[config.mk]
export PLATFORM = sky130hd
export DESIGN_NAME = uart_rx
export DESIGN_NICKNAME = d
export VERILOG_FILES = /design/src/rtl/uart_rx.sv
export SDC_FILE = /design/constraint.sdc
export NUM_CORES = 1
export LEC_CHECK = 0
export CAP_MARGIN = 0
export CORE_MARGIN = 3
export CORE_UTILIZATION = 40
export DETAILED_ROUTE_END_ITERATION = 16
export PLACE_DENSITY = 0.63
export SKIP_CTS_REPAIR_TIMING = 1
export SLEW_MARGIN = 0
export SYNTH_ARGS = -nofsm -noshare
export SYNTH_HDL_FRONTEND = slang
export SYNTH_SLANG_ARGS = --single-unit
[constraint.sdc]
create_clock -name i_clock -period 1.5 [get_ports i_clock]
set_input_delay 0.3 -clock i_clock [delete_from_list [all_inputs] [get_ports i_clock]]
set_output_delay 0.3 -clock i_clock [all_outputs]
set_load 0.005 [all_outputs]
[src/rtl/uart_rx.sv]
// -----------------------------------------------------------------------------
// uart_rx : 8N1 asynchronous serial receiver, LSB first, idle-high line.
//
// Receive-side partner of uart_tx. It uses the same bit period and framing.
// Each correctly framed byte appears on o_data together with a one-cycle
// o_valid strobe. A zero stop bit gives a one-cycle o_frame_err strobe
// instead, and the receiver then waits for the line to return high.
//
// Parameters
//   CLKS_PER_BIT : clock cycles per serial bit (>= 4). 104 = 12 MHz / 115200.
//
// Ports
//   i_clock      : sole clock
//   i_reset      : synchronous, active-high reset
//   i_rx         : serial line, asynchronous to i_clock, idles at 1
//   o_data[7:0]  : last correctly framed byte; held between frames
//   o_valid      : one-cycle pulse, o_data is new in the same cycle
//   o_frame_err  : one-cycle pulse, the stop bit was sampled as 0
//   o_busy       : high whenever the receiver is not idle
// -----------------------------------------------------------------------------
module uart_rx #(
   parameter int CLKS_PER_BIT = 104
) (
   input  logic       i_clock,
   input  logic       i_reset,
   input  logic       i_rx,
   output logic [7:0] o_data,
   output logic       o_valid,
   output logic       o_frame_err,
   output logic       o_busy
);

   localparam int HALF  = CLKS_PER_BIT / 2;
   localparam int CNT_W = $clog2(CLKS_PER_BIT);

   localparam logic [CNT_W-1:0] CNT_HALF_LAST = CNT_W'(HALF - 1);
   localparam logic [CNT_W-1:0] CNT_BIT_LAST  = CNT_W'(CLKS_PER_BIT - 1);

   typedef enum logic [2:0] {
      S_IDLE,
      S_START,
      S_DATA,
      S_STOP,
      S_BREAK
   } state_t;

   // Synchronizer stage. The flops reset to 1 so that reset looks like an idle line.
   logic [1:0] sync_q;
   logic       rxs;

   // Control state
   state_t           state_q, state_d;
   logic [CNT_W-1:0] cnt_q,   cnt_d;
   logic [2:0]       idx_q,   idx_d;
   logic             valid_q, valid_d;
   logic             ferr_q,  ferr_d;
   logic [7:0]       data_q,  data_d;

   // Datapath: shift register. Every bit is rewritten in each frame, so it needs no reset.
   logic [7:0]       shift_q, shift_d;

   always_ff @(posedge i_clock) begin
      if (i_reset) begin
         sync_q <= 2'b11;
      end else begin
         sync_q <= {sync_q[0], i_rx};
      end
   end

   assign rxs = sync_q[1];

   // State and output registers
   always_ff @(posedge i_clock) begin
      if (i_reset) begin
         state_q <= S_IDLE;
         cnt_q   <= '0;
         idx_q   <= '0;
         valid_q <= 1'b0;
         ferr_q  <= 1'b0;
         data_q  <= 8'h00;
      end else begin
         state_q <= state_d;
         cnt_q   <= cnt_d;
         idx_q   <= idx_d;
         valid_q <= valid_d;
         ferr_q  <= ferr_d;
         data_q  <= data_d;
      end
   end

   always_ff @(posedge i_clock) begin
      shift_q <= shift_d;
   end

   // Next-state logic. The counter runs freely inside a state. It is cleared on
   // every state change and at every bit boundary inside DATA.
   always_comb begin
      state_d = state_q;
      cnt_d   = cnt_q + CNT_W'(1);
      idx_d   = idx_q;
      shift_d = shift_q;
      data_d  = data_q;
      valid_d = 1'b0;
      ferr_d  = 1'b0;

      unique case (state_q)
         S_IDLE: begin
            cnt_d = '0;
            if (!rxs) begin
               state_d = S_START;
            end
         end

         // Re-check the start bit at its centre. A line that is high again by
         // then was only a glitch, so the frame is dropped without any pulse.
         S_START: begin
            if (cnt_q == CNT_HALF_LAST) begin
               cnt_d = '0;
               if (!rxs) begin
                  state_d = S_DATA;
                  idx_d   = 3'd0;
               end else begin
                  state_d = S_IDLE;
               end
            end
         end

         // The counter was aligned to mid-bit in START. Each full period
         // therefore lands on the centre of the next data bit.
         S_DATA: begin
            if (cnt_q == CNT_BIT_LAST) begin
               cnt_d          = '0;
               shift_d[idx_q] = rxs;
               if (idx_q == 3'd7) begin
                  state_d = S_STOP;
               end else begin
                  idx_d = idx_q + 3'd1;
               end
            end
         end

         // Leave at mid-stop-bit. This gives IDLE half a bit of margin to see
         // a start bit that immediately follows this one.
         S_STOP: begin
            if (cnt_q == CNT_BIT_LAST) begin
               cnt_d = '0;
               if (rxs) begin
                  data_d  = shift_q;
                  valid_d = 1'b1;
                  state_d = S_IDLE;
               end else begin
                  ferr_d  = 1'b1;
                  state_d = S_BREAK;
               end
            end
         end

         // The line is held low (break, or wrong baud rate). Waiting for it to
         // go high keeps the receiver from reading garbage frames.
         S_BREAK: begin
            cnt_d = '0;
            if (rxs) begin
               state_d = S_IDLE;
            end
         end

         default: begin
            cnt_d   = '0;
            state_d = S_IDLE;
         end
      endcase
   end

   assign o_data      = data_q;
   assign o_valid     = valid_q;
   assign o_frame_err = ferr_q;
   assign o_busy      = (state_q != S_IDLE);

endmodule

# Word level (Yosys, flattened, before mapping)
# Cells that the tools add are included.
[classes]
bitwise_logic = 2
n_mul = 0
magnitude_cmp = 2
reduce_logical = 10
div_mod_pow = 0
shifts = 0
n_addsub = 2
eq_ne = 15
n_mux = 22
[ops]
columns = ["cell", "count"]
rows = [
  ["two-way mux 3 bit", 11],
  ["!= test 2 bit, second input constant", 8],
  ["case mux 3 bit (5 select lines)", 1],
  ["two-way mux 7 bit", 2],
  ["case mux 7 bit (2 select lines)", 1],
  ["bitwise mux 8 bit", 1],
  ["adder 7 x 1 -> 7 bit, second input constant", 1],
  ["equality test 7 x 6 -> 1 bit, second input constant", 1],
  ["equality test 7 bit, second input constant", 1],
  ["equality test 3 x 2 -> 1 bit, second input constant", 2],
  ["equality test 3 bit, second input constant", 2],
  ["case mux 3 bit (2 select lines)", 1],
  ["AND reduction 6 bit", 1],
  ["AND reduction 5 bit", 1],
  ["less-than comparator 3 x 4 -> 1 bit, second input constant", 1],
  ["adder 3 x 1 -> 3 bit, second input constant", 1],
  ["demux 1 bit (select 3 bit)", 1],
  ["equality test 3 x 1 -> 1 bit, second input constant", 1],
  [">= comparator 3 x 1 -> 1 bit, second input constant", 1],
  ["zero test 3 bit", 1],
  ["two-way mux 1 bit", 3],
  ["AND reduction 3 bit", 1],
  ["nonzero test 3 bit", 1],
  ["OR reduction 3 bit", 1],
  ["6 further kinds", 7],
]
[totals]
n_memories = 0
wordCells = 61
ramBits = 0
out_inout_bits = 11
latch_bits = 0
input_bits = 3
reg_bits = 33
romBits = 0

# Depth between registers and ports, before layout
# Gate-level depths: netlist (run 1).
[depth]
word_depth = 5
ltp_mapped = 7
depth_no_buf = 5

# Worst setup path before layout (run 1)
# Ideal clock, no wire load.
[synth_timing]
path_kind = "reg2reg"
start = "register state_q[2]"
end = "register shift_q[0] (enable)"
path_slack_ns = -0.067
t_arrival_ns = 1.255
period_less_slack_ns = 1.567
stages_incl_launch_ff = 6
setup_ns = 0.312
path_buffers = 1
t_required_ns = 1.188
path_cell_list = "dfxtp_1 buf_6 or3b_4 nor3_1 nand2b_1 nor3_1"
[synth_via]
elab_chain_len = 2
[synth_rtl]
columns = ["item", "line", "text"]
rows = [
  ["from (decl)", "52", "state_t state_q, state_d;"],
  ["from (signal assigned)", "82", "state_q <= state_d;"],
  ["equality test 3 x 2 -> 1 bit", "106", "unique case (state_q)"],
  ["AND reduction 2 bit (no source line)", "--", ""],
  ["to (signal assigned)", "92", "shift_q <= shift_d;"],
  ["to (decl)", "60", "logic [7:0] shift_q, shift_d;"],
]
# Every way passes these cells.
# A chain may end at the register's enable or synchronous reset.

# Worst setup path in the final report (run 1)
[layout_timing]
start = "register state_q[2]"
end = "register shift_q[2] (enable)"
# Same word-level chain as after synthesis.

==> impl_metrics.xml, run 1 <==
<?xml version="1.0" encoding="UTF-8"?>
<metrics>
  <group name="synthesis">
    <metric name="synth.cell_area" unit="sq um">1400</metric>
    <metric name="synth_top_area_frac" unit="">0.357</metric>
    <metric name="mappedNetlistNets" unit="">147</metric>
    <metric name="synth_largest_area_cell" unit="">dfxtp_1</metric>
    <metric name="synthArstFlopShare" unit="">0</metric>
    <metric name="synth_cells" unit="">141</metric>
    <metric name="synth.most_common_cell" unit="">nor2_1</metric>
    <metric name="synthesis.area_per_instance" unit="sq um">9.94</metric>
    <metric name="yosys_register_bits" unit="">33</metric>
    <metric name="synth.top_cells.by_area" unit="">dfxtp_1 36%, edfxtp_1 17%, nor2_1 7.0%</metric>
    <metric name="synth_enable_flop_cells" unit="">8</metric>
    <metric name="synth-main-ff-cell" unit="">dfxtp_1</metric>
    <metric name="synth_warnings" unit="">0</metric>
    <metric name="yosysSeqAreaShare" unit="">0.529</metric>
    <metric name="synthDistinctLibCells" unit="">36</metric>
    <metric name="synth_commonest_cells" unit="">26 x nor2_1, 25 x dfxtp_1, 8 x edfxtp_1, 8 x mux2i_1, 8 x nand2_1</metric>
  </group>
  <group name="job">
    <metric name="max-cap-violations" unit="">0</metric>
  </group>
  <group name="route">
    <metric name="drc_violation_total_after_the_first_tritonroute_iteration" unit="">38</metric>
    <metric name="route.detailed.wl_per_inst" unit="microns">13.1</metric>
    <metric name="postRouteAntennaNets" unit="">0</metric>
    <metric name="remaining_routing_drc_violations" unit="">0</metric>
    <metric name="drt_first_pass_iters" unit="">4</metric>
    <metric name="routed_wirelength" unit="microns">2970</metric>
    <metric name="post_drt_via_cell_ratio" unit="">4.95</metric>
    <metric name="routed-via-count" unit="">1119</metric>
  </group>
  <group name="timing">
    <metric name="final_min_period_over_clock_period" unit="">1.06</metric>
    <metric name="postLayoutSetupSlackWorst" unit="ps">-91.2</metric>
    <metric name="clock-skew-final" unit="ps">3.72</metric>
    <metric name="finalSetupViolations" unit="">10</metric>
    <metric name="rsz0062_at_grt" unit="">true</metric>
    <metric name="post-route-min-period" unit="ps">1590</metric>
    <metric name="max_freq" unit="GHz">0.628</metric>
    <metric name="timing_hold_violations_final" unit="">0</metric>
    <metric name="finalMaxSlewViolations" unit="">0</metric>
    <metric name="worstMarginPinSlew" unit="ps">383</metric>
    <metric name="slew_headroom" unit="">0.742</metric>
  </group>
  <group name="status">
    <metric name="status" unit="">finished, violations left</metric>
    <metric name="violations_in_the_final_reports" unit="">setup timing</metric>
  </group>
  <group name="placement">
    <metric name="detailed_place.area" unit="sq um">1740</metric>
    <metric name="placedCellCount" unit="">213</metric>
    <metric name="finalWeightedCongestion" unit="">0.824</metric>
    <metric name="numPortBuffers" unit="">13</metric>
    <metric name="dp_hpwl" unit="microns">2030</metric>
  </group>
  <group name="global_routing">
    <metric name="grt_util_all_layers" unit="">0.146</metric>
    <metric name="antenna_found_initial" unit="">0</metric>
    <metric name="total_overflow_reported_by_the_global_router" unit="">0</metric>
    <metric name="grt_pass1_wl" unit="microns">4750</metric>
    <metric name="number_of_global_route_vias_before_repair" unit="">1111</metric>
    <metric name="largest_net_degree_at_the_start_of_global_routing" unit="">13</metric>
  </group>
  <group name="die">
    <metric name="height_of_the_chip" unit="microns">65.2</metric>
    <metric name="chip_width" unit="microns">65.2</metric>
    <metric name="ioPinCount" unit="">14</metric>
    <metric name="std_cell_rows" unit="">20</metric>
    <metric name="design.die.area" unit="sq um">4250</metric>
    <metric name="floorplan.initialDensity" unit="">0.438</metric>
    <metric name="floorplan.core_area" unit="sq um">3200</metric>
  </group>
  <group name="worst_hold_path">
    <metric name="hp-class" unit="">reg2reg</metric>
  </group>
  <group name="worst_setup_path">
    <metric name="cp_cell_sequence" unit="">or3b_4 -&gt; nor3_4 -&gt; nand2b_1 -&gt; nor2_1</metric>
    <metric name="critical_path.reg2reg.endpoint" unit="">shift_q[2]</metric>
    <metric name="cp_data_arrival_time" unit="ps">1640</metric>
    <metric name="reg2reg_depth" unit="">4</metric>
    <metric name="cpMaxStageDelayCell" unit="">or3b_4</metric>
    <metric name="critPathLaunch" unit="">state_q[2]</metric>
    <metric name="reg2reg_setup_slack" unit="ps">-90</metric>
    <metric name="startpoint_to_endpoint_class_of_the_critical_path" unit="">reg2reg</metric>
    <metric name="worst_setup_path_end_kind" unit="">flop</metric>
    <metric name="crit_end" unit="">shift_q[2]</metric>
    <metric name="critical_path.reg2reg.startpoint" unit="">state_q[2]</metric>
    <metric name="worstSetupStartpointType" unit="">flop</metric>
    <metric name="cp_peak_stage_delay" unit="ps">420</metric>
    <metric name="crit_fanout" unit="">4</metric>
    <metric name="crit_required" unit="ps">1550</metric>
  </group>
  <group name="final_layout">
    <metric name="area_growth" unit="%">41.3</metric>
    <metric name="n_antenna_cell" unit="">0</metric>
    <metric name="nFillCells" unit="">279</metric>
    <metric name="layout-drive-gt1-share" unit="">0.445</metric>
    <metric name="layout.cells.non_filler" unit="">226</metric>
    <metric name="design.final.nets" unit="">187</metric>
    <metric name="design_area" unit="sq um">1980</metric>
  </group>
  <group name="clock_network">
    <metric name="buffer_levels_on_the_longest_clock_path" unit="">2</metric>
    <metric name="tritoncts.num_buffers" unit="">5</metric>
    <metric name="h-tree-depth" unit="">2</metric>
    <metric name="worstSkewPairLatency" unit="ps">330</metric>
    <metric name="root_buffer" unit="">clkbuf_4</metric>
    <metric name="worst_setup_hold_path_clk_slew" unit="ps">100</metric>
    <metric name="clock_sinks" unit="">33</metric>
    <metric name="tritoncts" unit="">done</metric>
  </group>
  <group name="pwr">
    <metric name="leakage" unit="nW">0.875</metric>
    <metric name="power_density" unit="nW/um^2">719</metric>
    <metric name="power.ir.vdd_worst" unit="mV">0.427</metric>
  </group>
</metrics>
[worst min-delay path by stage]
stage,startpoint,to,slack [ps],cells after the start
2_1_floorplan,sync_q[0],sync_q[1],390,1
3_3_place_gp,sync_q[0],sync_q[1],390,1
3_5_place_dp,sync_q[0],sync_q[1],410,1
4_1_cts,sync_q[0],sync_q[1],430,1
5_1_grt,sync_q[0],sync_q[1],450,1
6_report,sync_q[0],sync_q[1],430,1
[critical path, delay by kind of cell (launching register included)]
kind	cells	cell delay (ps)
and+or+nand+nor	4	950
DFF	1	360
[cell families (layout without fill, tap and decap cells)]
| kind of cell | Yosys count | count (layout) | share of synthesized area |
|---|---|---|---|
| xor gates and xnor gates | 4 | 4 | 0.0250 |
| muxes | 8 | 8 | 0.0571 |
| AOI/OAI and AO/OA | 13 | 13 | 0.0571 |
| and+or+nand+nor | 71 | 71 | 0.275 |
| DFF | 33 | 33 | 0.529 |
| buffers and inverters | 9 | 50 | 0.0304 |
| adders and majority gates | 3 | 3 | 0.0268 |
[layout make-up]
type,instances,area (sq um),area share
repair buffers,40,359,0.181
inverters,2,7.51,0.00379
clock inverters,3,12.5,0.00632
multi-input cells,99,742,0.375
flip-flops and latches,33,766,0.387
clock buffers,5,37.5,0.0190
well taps,44,55.1,0.0278
[report_power, final]
| group | internal [mW] | leakage, nW | switching [mW] |
|---|---|---|---|
| logic | 0.0265 | 0.564 | 0.0264 |
| clock network | 0.169 | 0.0300 | 0.287 |
| registers | 0.910 | 0.281 | 0.00385 |
[per-stage QoR]
stage | total power [mW] | worst slack (ps) | utilization | TNS (ps) | hold slack, ps
after floorplan | 0.961 | -8.44 | - | -34.4 | 389
after global placement | 0.987 | 2.94 | 0.542 | 0 | 394
after detailed placement | 0.987 | -54.5 | 0.542 | -191 | 408
after CTS | 1.44 | -361 | 0.558 | -668 | 435
after global routing | 1.49 | -148 | 0.618 | -1220 | 446
final | 1.42 | -91.2 | 0.618 | -527 | 432
[placed cells by master, fill, tap and decap left out, types with 3 or more instances in the layout]
cell type / count
dlymetal6s2s_1: 6
xor2_1: 3
nand2b_1: 5
nor3_1: 3
nand2_1: 6
edfxtp_1: 8
mux2i_1: 7
nor2_2: 4
clkdlybuf4s50_1: 6
dfxtp_2: 14
buf_4: 25
a21oi_2: 3
dfxtp_1: 9
nand4_1: 5
nand3_2: 3
nor2_1: 22
a21oi_1: 3
clkbuf_4: 5
[flip-flops by register name, summed over array words and instances, names as in the netlist]
| register | flops |
|---|---|
| o_frame_err | 1 |
| idx_q | 3 |
| shift_q | 8 |
| state_q | 3 |
| cnt_q | 7 |
| o_valid | 1 |
| o_data | 8 |
| sync_q | 2 |
[layer usage]
layer,global-route usage,up-vias,share of wire,wire (microns)
li1,-,574,-,-
met1,0.168,515,0.43,1270
met2,0.247,23,0.51,1510
met3,0.0410,7,0.038,112
met4,0.0751,0,0.026,77
met5,0,-,0,0
(Power assumes the default switching activity.)
==> run 2: changes to the inputs <==
CTS_CLUSTER_DIAMETER = 40   (was default)
REMOVE_ABC_BUFFERS = 1   (was default)
==> run 2 against run 1 <==
  * The flow still finishes with violations (setup timing)
  * Clock-buffer cell count did not move
  * Sequential power barely moved
  * Worst hold slack got worse by 4.7 ps
  * Flip-flop and latch count did not move
  * Die area did not move
  * Critical path depth fell by 1
  * Worst setup slack improved by 42 ps
  * Cell count fell by 1.3%
  * Routed wire length fell by 3.1%
  * Clock power rose by 8.1%
  * Core utilization rose by 1.2 points
==> impl_metrics.xml, run 2 (synthesis results as in run 1) <==
<?xml version="1.0" encoding="UTF-8"?>
<metrics>
  <group name="clock_network">
    <metric name="tritoncts" unit="">done</metric>
    <metric name="root_buffer" unit="">clkbuf_4</metric>
    <metric name="worst_setup_hold_path_clk_slew" unit="ps">110</metric>
    <metric name="clock_sinks" unit="">33</metric>
    <metric name="tritoncts.num_buffers" unit="">5</metric>
    <metric name="worstSkewPairLatency" unit="ps">350</metric>
    <metric name="h-tree-depth" unit="">2</metric>
    <metric name="buffer_levels_on_the_longest_clock_path" unit="">2</metric>
  </group>
  <group name="worst_setup_path">
    <metric name="crit_fanout" unit="">12</metric>
    <metric name="worstSetupStartpointType" unit="">flop</metric>
    <metric name="startpoint_to_endpoint_class_of_the_critical_path" unit="">reg2out</metric>
    <metric name="crit_required" unit="ps">1200</metric>
    <metric name="worst_setup_path_end_kind" unit="">primary output</metric>
    <metric name="cp_data_arrival_time" unit="ps">1250</metric>
    <metric name="reg2reg_setup_slack" unit="ps">-40</metric>
    <metric name="reg2reg_depth" unit="">4</metric>
  </group>
  <group name="timing">
    <metric name="clock-skew-final" unit="ps">14.5</metric>
    <metric name="postLayoutSetupSlackWorst" unit="ps">-49.6</metric>
    <metric name="slew_headroom" unit="">0.819</metric>
    <metric name="rsz0062_at_grt" unit="">true</metric>
    <metric name="final_min_period_over_clock_period" unit="">1.03</metric>
    <metric name="finalSetupViolations" unit="">5</metric>
    <metric name="timing_hold_violations_final" unit="">0</metric>
    <metric name="timing.hold.ws" unit="ps">428</metric>
    <metric name="post-route-min-period" unit="ps">1550</metric>
    <metric name="worstMarginPinSlew" unit="ps">271</metric>
    <metric name="max_freq" unit="GHz">0.645</metric>
    <metric name="finalMaxSlewViolations" unit="">0</metric>
  </group>
  <group name="route">
    <metric name="remaining_routing_drc_violations" unit="">0</metric>
    <metric name="drc_violation_total_after_the_first_tritonroute_iteration" unit="">51</metric>
    <metric name="drt_first_pass_iters" unit="">4</metric>
    <metric name="routed_wirelength" unit="microns">2870</metric>
    <metric name="route.detailed.wl_per_inst" unit="microns">12.9</metric>
    <metric name="postRouteAntennaNets" unit="">0</metric>
    <metric name="wl_met2" unit="microns">1440</metric>
    <metric name="highest-signal-layer" unit="">met4</metric>
    <metric name="wl_met1" unit="microns">1220</metric>
    <metric name="post_drt_via_cell_ratio" unit="">5.01</metric>
    <metric name="routed-via-count" unit="">1117</metric>
    <metric name="met3_wl_post_dr" unit="microns">146</metric>
  </group>
  <group name="global_routing">
    <metric name="total_overflow_reported_by_the_global_router" unit="">0</metric>
    <metric name="grt_pass1_wl" unit="microns">4730</metric>
    <metric name="number_of_global_route_vias_before_repair" unit="">1078</metric>
    <metric name="antenna_found_initial" unit="">0</metric>
    <metric name="grt_util_all_layers" unit="">0.151</metric>
    <metric name="largest_net_degree_at_the_start_of_global_routing" unit="">13</metric>
  </group>
  <group name="final_layout">
    <metric name="layout_common_cells" unit="">20 x nor2_1, 20 x dfxtp_2, 18 x buf_4, 9 x dlymetal6s2s_1, 8 x edfxtp_1</metric>
    <metric name="ff_latch_area" unit="sq um">766</metric>
    <metric name="area_growth" unit="%">43.9</metric>
    <metric name="layout-drive-gt1-share" unit="">0.475</metric>
    <metric name="design.final.nets" unit="">184</metric>
    <metric name="nFillCells" unit="">282</metric>
    <metric name="design_area" unit="sq um">2020</metric>
    <metric name="n_antenna_cell" unit="">0</metric>
    <metric name="multi_input_comb_area" unit="sq um">761</metric>
    <metric name="layout.cells.non_filler" unit="">223</metric>
  </group>
  <group name="placement">
    <metric name="dp_hpwl" unit="microns">1990</metric>
    <metric name="finalWeightedCongestion" unit="">0.879</metric>
    <metric name="detailed_place.area" unit="sq um">1720</metric>
    <metric name="numPortBuffers" unit="">13</metric>
    <metric name="pre_cts_slack" unit="ps">-106</metric>
    <metric name="placedCellCount" unit="">212</metric>
  </group>
  <group name="worst_hold_path">
    <metric name="hp-class" unit="">reg2reg</metric>
    <metric name="hold_depth" unit="">1</metric>
  </group>
  <group name="pwr">
    <metric name="power_density" unit="nW/um^2">722</metric>
    <metric name="leakage" unit="nW">0.926</metric>
    <metric name="power.ir.vdd_worst" unit="mV">0.417</metric>
  </group>
  <group name="status">
    <metric name="status" unit="">finished, violations left</metric>
    <metric name="violations_in_the_final_reports" unit="">setup timing</metric>
  </group>
  <group name="die">
    <metric name="floorplan.initialDensity" unit="">0.438</metric>
    <metric name="design.die.area" unit="sq um">4250</metric>
    <metric name="floorplan.core_area" unit="sq um">3200</metric>
    <metric name="std_cell_rows" unit="">20</metric>
    <metric name="ioPinCount" unit="">14</metric>
    <metric name="chip_width" unit="microns">65.2</metric>
    <metric name="height_of_the_chip" unit="microns">65.2</metric>
  </group>
  <group name="job">
    <metric name="max-cap-violations" unit="">0</metric>
  </group>
</metrics>
-- run 2: cell count changes in the layout (fill, tap and decap cells not counted), moves of 2 or more --
cell,before,now
buf_4,25,18
buf_6,1,4
clkdlybuf4s50_1,6,3
clkinv_1,2,0
dfxtp_1,9,5
dfxtp_2,14,20
dfxtp_4,2,0
dlymetal6s2s_1,6,9
nor2_1,22,20
nor2_2,4,6
nor2b_2,2,0
-- run 2: worst paths after layout --
path,end,startpoint
worst max-delay path,o_busy,state_q[1]
worst min-delay path,sync_q[1],sync_q[0]
worst max register to register,shift_q[1],state_q[0]
worst min register to register,sync_q[1],sync_q[0]
-- run 2: cell type report --
| type | instances | area share |
|---|---|---|
| flip-flops and latches | 33 | 0.380 |
| clock inverters | 3 | 0.00868 |
| multi-input cells | 99 | 0.377 |
| repair buffers | 37 | 0.185 |
| clock buffers | 5 | 0.0186 |
| well taps | 44 | 0.0273 |
| inverters | 2 | 0.00372 |
-- run 2: stage by stage --
step	utilization	TNS (ps)	power, mW
2_1_floorplan	-	-1460	0.954
3_3_place_gp	0.538	-216	0.984
3_5_place_dp	0.538	-690	0.985
4_1_cts	0.555	-1350	1.47
5_1_grt	0.630	-777	1.53
6_report	0.630	-126	1.46
-- run 2: power by group --
part	switching, mW	leakage (nW)	internal (mW)
Combinational	0.0233	0.613	0.0228
Sequential	0.00467	0.282	0.913
Clock	0.317	0.0310	0.176
Total	0.345	0.926	1.11
-- run 2: per-layer routing --
layer | up-vias | GRT usage
met1 | 517 | 0.164
met3 | 5 | 0.0615
met5 | - | 0
li1 | 572 | -
met2 | 23 | 0.253
met4 | 0 | 0.0725
-- run 2: critical path: stages, from the launching register on --
cell      delay (ps)
dfxtp_2          340
buf_6            130
or3_1            310
clkbuf_2         120
